### src/rtl/alu_pkg.sv
// Shared ALU definitions: opcode constants, opcode legality check and the
// sharing controller's FSM state type.
package alu_pkg;

  localparam int unsigned CTRL_W = 4;

  localparam logic [CTRL_W-1:0] ALU_AND   = 4'b0000;
  localparam logic [CTRL_W-1:0] ALU_OR    = 4'b0001;
  localparam logic [CTRL_W-1:0] ALU_ADD   = 4'b0010;
  localparam logic [CTRL_W-1:0] ALU_SUB   = 4'b0110;
  localparam logic [CTRL_W-1:0] ALU_PASSB = 4'b0111;
  localparam logic [CTRL_W-1:0] ALU_NOR   = 4'b1100;

  typedef enum logic [1:0] {
    IDLE = 2'd0,
    EXEC = 2'd1,
    RESP = 2'd2
  } alu_share_state_t;

  function automatic logic alu_op_legal(input logic [CTRL_W-1:0] op);
    case (op)
      ALU_AND, ALU_OR, ALU_ADD, ALU_SUB, ALU_PASSB, ALU_NOR: return 1'b1;
      default:                                              return 1'b0;
    endcase
  endfunction

endpackage

### src/rtl/ALU.sv
// Existing combinational ALU datapath; unsupported opcodes yield X, which
// callers must mask.
module ALU
  import alu_pkg::*;
#(
  parameter int unsigned DATA_W = 64
) (
  input  logic [DATA_W-1:0] A,
  input  logic [DATA_W-1:0] B,
  input  logic [CTRL_W-1:0] ALU_CTRL,
  output logic [DATA_W-1:0] RESULT,
  output logic              ZEROFLAG
);

  always_comb begin
    RESULT = 'x;
    case (ALU_CTRL)
      ALU_AND:   RESULT = A & B;
      ALU_OR:    RESULT = A | B;
      ALU_ADD:   RESULT = A + B;
      ALU_SUB:   RESULT = A - B;
      ALU_PASSB: RESULT = B;
      ALU_NOR:   RESULT = ~(A | B);
      default:   RESULT = 'x;
    endcase
  end

  assign ZEROFLAG = (RESULT == '0);

endmodule

### src/rtl/alu_share_ctrl.sv
// Two-requester controller sharing one ALU: arbitrate, register operands,
// execute, return a registered response. Define ALU_SHARE_RR_EN for round-robin.
module alu_share_ctrl
  import alu_pkg::*;
#(
  parameter int unsigned DATA_W = 64,
  parameter int unsigned TAG_W  = 4
) (
  input  logic                  CLK,
  input  logic                  RST_N,
  input  logic [1:0]            REQ_VALID,
  output logic [1:0]            REQ_READY,
  input  logic [2*DATA_W-1:0]   REQ_A,
  input  logic [2*DATA_W-1:0]   REQ_B,
  input  logic [2*CTRL_W-1:0]   REQ_CTRL,
  input  logic [2*TAG_W-1:0]    REQ_TAG,
  output logic [1:0]            RSP_VALID,
  input  logic [1:0]            RSP_READY,
  output logic [DATA_W-1:0]     RSP_RESULT,
  output logic                  RSP_ZERO,
  output logic                  RSP_ERR,
  output logic [TAG_W-1:0]      RSP_TAG
);

  alu_share_state_t    state_q, state_d;
  logic [DATA_W-1:0]   a_q, a_d, b_q, b_d;
  logic [CTRL_W-1:0]   ctrl_q, ctrl_d;
  logic [TAG_W-1:0]    tag_q, tag_d;
  logic                owner_q, owner_d;
  logic [1:0]          rsp_valid_q, rsp_valid_d;
  logic [DATA_W-1:0]   rsp_result_q, rsp_result_d;
  logic                rsp_zero_q, rsp_zero_d;
  logic                rsp_err_q, rsp_err_d;
  logic [TAG_W-1:0]    rsp_tag_q, rsp_tag_d;
  logic                grant_c;
  logic                op_legal_c;
  logic [DATA_W-1:0]   alu_result;
  logic                alu_zero;
`ifdef ALU_SHARE_RR_EN
  logic                last_q, last_d;
`endif

  ALU #(.DATA_W(DATA_W)) u_alu (
    .A        (a_q),
    .B        (b_q),
    .ALU_CTRL (ctrl_q),
    .RESULT   (alu_result),
    .ZEROFLAG (alu_zero)
  );

  // Grant: requester 0 unless only requester 1 is valid (or RR says otherwise)
  always_comb begin
    grant_c = ~REQ_VALID[0];
`ifdef ALU_SHARE_RR_EN
    if (&REQ_VALID) grant_c = ~last_q;
`endif
  end

  assign REQ_READY  = (state_q == IDLE && RST_N) ? (REQ_VALID & {grant_c, ~grant_c}) : 2'b00;
  assign op_legal_c = alu_op_legal(ctrl_q);

  always_comb begin
    state_d      = state_q;
    a_d          = a_q;
    b_d          = b_q;
    ctrl_d       = ctrl_q;
    tag_d        = tag_q;
    owner_d      = owner_q;
    rsp_valid_d  = rsp_valid_q;
    rsp_result_d = rsp_result_q;
    rsp_zero_d   = rsp_zero_q;
    rsp_err_d    = rsp_err_q;
    rsp_tag_d    = rsp_tag_q;
`ifdef ALU_SHARE_RR_EN
    last_d       = last_q;
`endif
    case (state_q)
      IDLE: begin
        if (|REQ_READY) begin
          a_d     = grant_c ? REQ_A[2*DATA_W-1:DATA_W]       : REQ_A[DATA_W-1:0];
          b_d     = grant_c ? REQ_B[2*DATA_W-1:DATA_W]       : REQ_B[DATA_W-1:0];
          ctrl_d  = grant_c ? REQ_CTRL[2*CTRL_W-1:CTRL_W]    : REQ_CTRL[CTRL_W-1:0];
          tag_d   = grant_c ? REQ_TAG[2*TAG_W-1:TAG_W]       : REQ_TAG[TAG_W-1:0];
          owner_d = grant_c;
`ifdef ALU_SHARE_RR_EN
          last_d  = grant_c;
`endif
          state_d = EXEC;
        end
      end
      EXEC: begin
        // Illegal opcodes leave the ALU output undefined; mask it here
        rsp_result_d = op_legal_c ? alu_result : '0;
        rsp_zero_d   = op_legal_c & alu_zero;
        rsp_err_d    = ~op_legal_c;
        rsp_tag_d    = tag_q;
        rsp_valid_d  = owner_q ? 2'b10 : 2'b01;
        state_d      = RESP;
      end
      RESP: begin
        if (RSP_READY[owner_q]) begin
          rsp_valid_d = 2'b00;
          state_d     = IDLE;
        end
      end
      default: state_d = IDLE;
    endcase
  end

  always_ff @(posedge CLK or negedge RST_N) begin
    if (!RST_N) begin
      state_q      <= IDLE;
      a_q          <= '0;
      b_q          <= '0;
      ctrl_q       <= '0;
      tag_q        <= '0;
      owner_q      <= 1'b0;
      rsp_valid_q  <= 2'b00;
      rsp_result_q <= '0;
      rsp_zero_q   <= 1'b0;
      rsp_err_q    <= 1'b0;
      rsp_tag_q    <= '0;
`ifdef ALU_SHARE_RR_EN
      last_q       <= 1'b1;
`endif
    end else begin
      state_q      <= state_d;
      a_q          <= a_d;
      b_q          <= b_d;
      ctrl_q       <= ctrl_d;
      tag_q        <= tag_d;
      owner_q      <= owner_d;
      rsp_valid_q  <= rsp_valid_d;
      rsp_result_q <= rsp_result_d;
      rsp_zero_q   <= rsp_zero_d;
      rsp_err_q    <= rsp_err_d;
      rsp_tag_q    <= rsp_tag_d;
`ifdef ALU_SHARE_RR_EN
      last_q       <= last_d;
`endif
    end
  end

  assign RSP_VALID  = rsp_valid_q;
  assign RSP_RESULT = rsp_result_q;
  assign RSP_ZERO   = rsp_zero_q;
  assign RSP_ERR    = rsp_err_q;
  assign RSP_TAG    = rsp_tag_q;

endmodule

### config.mk
export PLATFORM = sky130hd
export DESIGN_NAME = alu_share_ctrl
export DESIGN_NICKNAME = d
export VERILOG_FILES = /design/src/rtl/alu_pkg.sv /design/src/rtl/ALU.sv /design/src/rtl/alu_share_ctrl.sv
export SDC_FILE = /design/constraint.sdc
export NUM_CORES = 1
export LEC_CHECK = 0
export CAP_MARGIN = 10
export CORE_UTILIZATION = 49
export CTS_CLUSTER_SIZE = 24
export DETAILED_ROUTE_END_ITERATION = 6
export PLACE_DENSITY = 0.84
export SLEW_MARGIN = 40
export SYNTH_ARGS = -nofsm -noshare
export SYNTH_HDL_FRONTEND = slang
export SYNTH_SLANG_ARGS = --single-unit
### constraint.sdc
create_clock -name CLK -period 5.4 [get_ports CLK]
set_input_delay 1.08 -clock CLK [delete_from_list [all_inputs] [get_ports CLK]]
set_output_delay 1.08 -clock CLK [all_outputs]
set_load 0.03 [all_outputs]
==> impl_metrics.tcl <==
set metrics [dict create \
    ys_seq_area_share_pct 28.90 \
    cts_sinks 211 \
    grt_max_degree 114 \
    drt-initial-drc-count 2895 \
    wl_mm 80.22 \
    start_kind "register" \
    grt_pass1_wl_mm 121.3 \
    wl_met2_mm 32.43 \
    drc 2 \
    route.top_layer_used "met4" \
    syn_area_per_cell_sq_um 7.452 \
    routabilityCongestion 1.028 \
    die_y_um 195.1 \
    violations "DRC, setup timing" \
    areaGrowthSynthToFinish_pct 38.56 \
    fmaxAchievable_mhz 176.4 \
    post-route-min-period_ns 5.668 \
    synth.largest_area_cell "dfrtp_1" \
    place_inst 3375 \
    fin_worst_skew_ns 0.03009 \
    crit_arrival_ns 6.14 \
    synthCells 2452 \
    firstDrtPassIters 7 \
    critPathKind "reg -> reg" \
    stdcell_area_sq_mm 0.02532 \
    ys_top_cells_by_area "dfrtp_1 29%, a21oi_1 9.6%, mux2i_1 7.8%" \
    max_cap_viol_count 0 \
    finalNonFillerCells 3429 \
    root_buffer "clkbuf_16" \
    io_buffer_count 351 \
    cts_buffers 24 \
    worstPathRequired_ns 5.87 \
    grt-ovfl-total 0 \
    hold_class "in -> async" \
    grt.total_usage_pct 41.13 \
    hpwlAfterDp_mm 62.12 \
    hold_viol_final 0 \
    synth_common_cells "352 x a21oi_1, 312 x nand2_1, 252 x nor2_1" \
    die_w_um 195.1 \
    core_area_sq_mm 0.03661 \
    clockBufferDepth 3 \
    cts_tree "yes" \
    path_max_fanout 6 \
    ant_nets 0 \
    fin_ws_ns -0.2677 \
    ctsHtreeMaxLevel 1 \
    layout-drive-gt1-share_pct 15.20 \
    synthArstFlopShare_pct 100.0 \
    syn_area_sq_mm 0.01827 \
    wl_met3_mm 10.86 \
    synth_enable_flop_cells 0 \
    post-route-period-util_pct 105.0 \
    synth_warnings 0 \
    finalSetupViolCount 3 \
    clkTransAtPathRegs_ns 0.06 \
    worst_setup_path_end_kind "register" \
    yosysUniqueCellTypes 78 \
    wire_per_inst_um 23.39 \
    place_area_sq_mm 0.02406 \
    initial_core_util_pct 49.91 \
    synth_ff_type "dfrtp_1" \
    core.rowCount 70 \
    num_antenna_cells 0 \
    synth_nets 2797 \
    slew_headroom_pct 31.73 \
    vias_per_cell 6.386 \
    rsz0062_at_grt "yes" \
    grt_pass1_vias 20660 \
    synth-seq-cells 211 \
    slew_viol_final 0 \
    io_pins 352 \
    antenna_found_initial 1 \
    die-area_sq_mm 0.03807 \
    holdWs_ns 0.4235 \
    wirelength_met1_mm 34.95 \
    synth_most_common_cell "a21oi_1" \
    status "finished, violations left" \
    fin_nets 3289 \
    synth_top_cell_area_share_pct 28.90 \
    num_vias 21900 \
    insertion_delay_ns 0.56 \
    tightestPinTransition_ns 1.024 \
]
## metrics by stage
stage | utilization, % | setup TNS, ns | setup WS (ns)
finish | 69.16 | -0.3348 | -0.2677
global route | 69.16 | -1.500 | -0.4717
CTS | 68.69 | -0.4472 | -0.2797
detailed placement | 65.73 | -2.346 | -0.5941
global placement | 65.63 | -1.728 | -0.5974
floorplan | - | -0.1943 | -0.1943
## cell usage in the layout (no fill, tap or decap), types with 8 or more instances in the layout
cell and n:
o221ai_1 12, and3_1 10, dfrtp_1 209, a21oi_1 346
nand2_1 311, a221oi_1 9, a21o_1 28, or2_2 8
or4_1 10, o21a_1 16, a211o_1 12, nand4_1 52
a31oi_1 12, o211ai_1 17, nand2b_1 15, nor2_1 249
nor3_1 77, o31ai_1 21, or3_1 17, buf_4 310
xor2_1 59, mux2i_1 142, a211oi_1 11, nor2b_1 8
o21bai_1 12, clkbuf_16 25, o21ai_0 202, inv_1 28
nor4_1 11, ha_1 63, nand3_1 45, o21ai_1 12
a22o_1 35, clkdlybuf4s50_1 349, xnor2_1 42
## critical path, cell delays in order, from the launching register on
cell and delay (ns):
dfrtp_1 0.39, inv_2 0.08, ha_4 0.15, nand2b_4 0.05
or4_4 0.48, nor2_4 0.13, and3_4 0.22, nand2_4 0.05
or3_4 0.34, or2_4 0.29, o41ai_4 0.23, xor2_1 0.13
ha_1 0.34, nand2_2 0.06, or3_4 0.39, or4_4 0.55
a311oi_4 0.33, o31ai_2 0.11, and2_4 0.20, xor2_2 0.13
o221ai_2 0.12, a2111o_1 0.41, nor4_2 0.22, nand4_1 0.11
nand2_1 0.07
## kinds of logic after synthesis
logic type               after synthesis  share of synthesized area, %
AND/OR/NAND/NOR                      863                         21.43
AO/OA/AOI/OAI                        832                         27.38
buffers and inverters                232                         4.855
flip-flops                           211                         28.90
multiplexers                         142                         7.779
XOR/XNOR                             105                         5.033
adder cells (fa/ha/maj)               67                         4.629
## final timing paths
kind                       startpoint              to  cells after the start  slack, ns
max in group asynchronous       RST_N         a_q[17]                      4       3.52
hold / removal                  RST_N  RSP_RESULT[55]                      1       0.42
hold reg to reg              tag_q[2]      RSP_TAG[2]                      2       0.47
setup reg to reg               b_q[1]        RSP_ZERO                     24      -0.27
min in group CLK             tag_q[2]      RSP_TAG[2]                      2       0.47
setup / recovery               b_q[1]        RSP_ZERO                     24      -0.27
## routing by layer
layer | track usage (%) | up-vias
li1 | - | 9887
met1 | 60.54 | 10300
met2 | 58.20 | 1550
met3 | 11.88 | 166
met4 | 10.70 | 0
met5 | 0 | -
## flip-flops by register name (all words and copies together) (netlist names)
signal	count
RSP_RESULT	64
owner_q	1
b_q	64
a_q	64
RSP_ERR	1
RSP_VALID	2
ctrl_q	4
RSP_ZERO	1
tag_q	4
state_q	2
RSP_TAG	4
## final cells by class
type | count | area (sq um)
flip-flops and latches | 211 | 5283
inverters | 30 | 112.6
well taps | 468 | 585.6
repair buffers | 668 | 5968
multi-input cells | 2009 | 12540
clock buffers | 32 | 681.9
clock inverters | 11 | 150.1
fillers | 2867 | 11290
## repair_timing
action | in CTS | in global routing
hold buffers | 0 | 0
buffers inserted | 8 | 5
endpoints found under the setup margin | 17 | 22
resized for setup | 37 | 32
pin swaps | 28 | 30
Power is not shown: default switching activity piles up to over one toggle a cycle in this logic, so the estimate is an artifact.
==> RTL change: new RTL, same flow settings <==
Build with the macro `ALU_SHARE_RR_EN` defined.
--- a/src/rtl/alu_share_ctrl.sv
+++ b/src/rtl/alu_share_ctrl.sv
@@ -1,5 +1,7 @@
 // Two-requester controller sharing one ALU: arbitrate, register operands,
 // execute, return a registered response. Define ALU_SHARE_RR_EN for round-robin.
+`define ALU_SHARE_RR_EN
+
 module alu_share_ctrl
   import alu_pkg::*;
 #(
Behaviour: not the same (Yosys sat finds a counterexample within 4 cycles, from zero or initial values and one cycle with RST_N low).
==> RTL change against the original RTL <==
The flow still finishes with violations (design-rule violations, negative setup slack); design area is 2.5% higher; highest routed layer unchanged; via count fell by 0.69%; setup slack got worse by 3.4 ps; sequential cell count rose by 1; die area fell by 0.70%; hold slack lost 37 ps; critical path depth is 1 lower; synthesized area decreased by 0.70%; fmax barely moved; final cell count is 2.4% higher; wire length is 3.9% lower; critical path type unchanged.
==> RTL change: results <==
[outcome]
outcome = finished with violations
violations = design-rule violations, negative setup slack

[sta]
tightest_slew_ps = 869
hold_ws_ps = 387
setup_ws_ps = -271
tns_ps = -375
setup_viol = 3

[placement]
dpl.hpwl_mm = 59.4
place_congestion = 1.01

[yosys]
synth-adder-area-share_pct = 4.66
synth-xor-area-share_pct = 4.88
netlist_top_cells_count = a21oi_1 (343), nand2_1 (324), nor2_1 (254), dfrtp_1 (211), o21ai_0 (193)
synthesis.nets = 2779
syn_inst = 2434
yosys-top-cells-area = dfrtp_1 (29%), a21oi_1 (9.5%), mux2i_1 (8.0%)
synth_cell_types = 75
synth_compound_area_share_pct = 26.1

[route]
first_iter_violations = 2482
drc = 2
vias = 21700
wl_mm = 77.1

[final_layout]
clkbuf_count = 34
seq_share_pct = 20.5
nFillCells = 2779
drive_gt1_share_pct = 18.3
syn_to_final_growth_pct = 43.0
clockNetworkAreaShare_pct = 2.86
num-nonclk-inverters = 22
final_nets = 3371
fin_cells = 3512
n_all_buffers = 759
antenna_cells = 2

[grt]
grt_max_degree = 127
track_usage_pct = 39.8
grt_pass1_vias = 20900
grt_pass1_wl_mm = 118

[critical_path]
path_max_fanout = 5

[floorplanning]
core-area_sq_mm = 0.0365
## RTL change: final timing paths
| kind | start | to |
|---|---|---|
| min in group CLK | RSP_TAG[2] | RSP_TAG[2] |
| max in group asynchronous | RST_N | ctrl_q[3] |
| worst min-delay path | RST_N | tag_q[2] |
| worst max-delay path | b_q[17] | RSP_ZERO |
| worst max register to register | b_q[17] | RSP_ZERO |
| worst min register to register | RSP_TAG[2] | RSP_TAG[2] |
## RTL change: metal layers
layer,vias to the layer above,wire (microns),GRT usage [%]
met2,1250,34900,63.5
met4,0,1990,10.6
li1,10000,-,-
met5,-,0,0
met3,168,7950,7.50
met1,10300,32300,55.0
## RTL change: timing repair
item / 4_1_cts / 5_1_grt
pin swaps: 29 / 74
hold endpoints to repair: 0 / 0
gates resized for setup: 48 / 70
endpoints found under the setup margin: 11 / 19
setup buffers: 8 / 13
## RTL change: where the power goes
group	internal (W)	switching (W)
clock	0.000896	0.000679
combinational	0.00764	0.00962
sequential	0.00231	0.00105
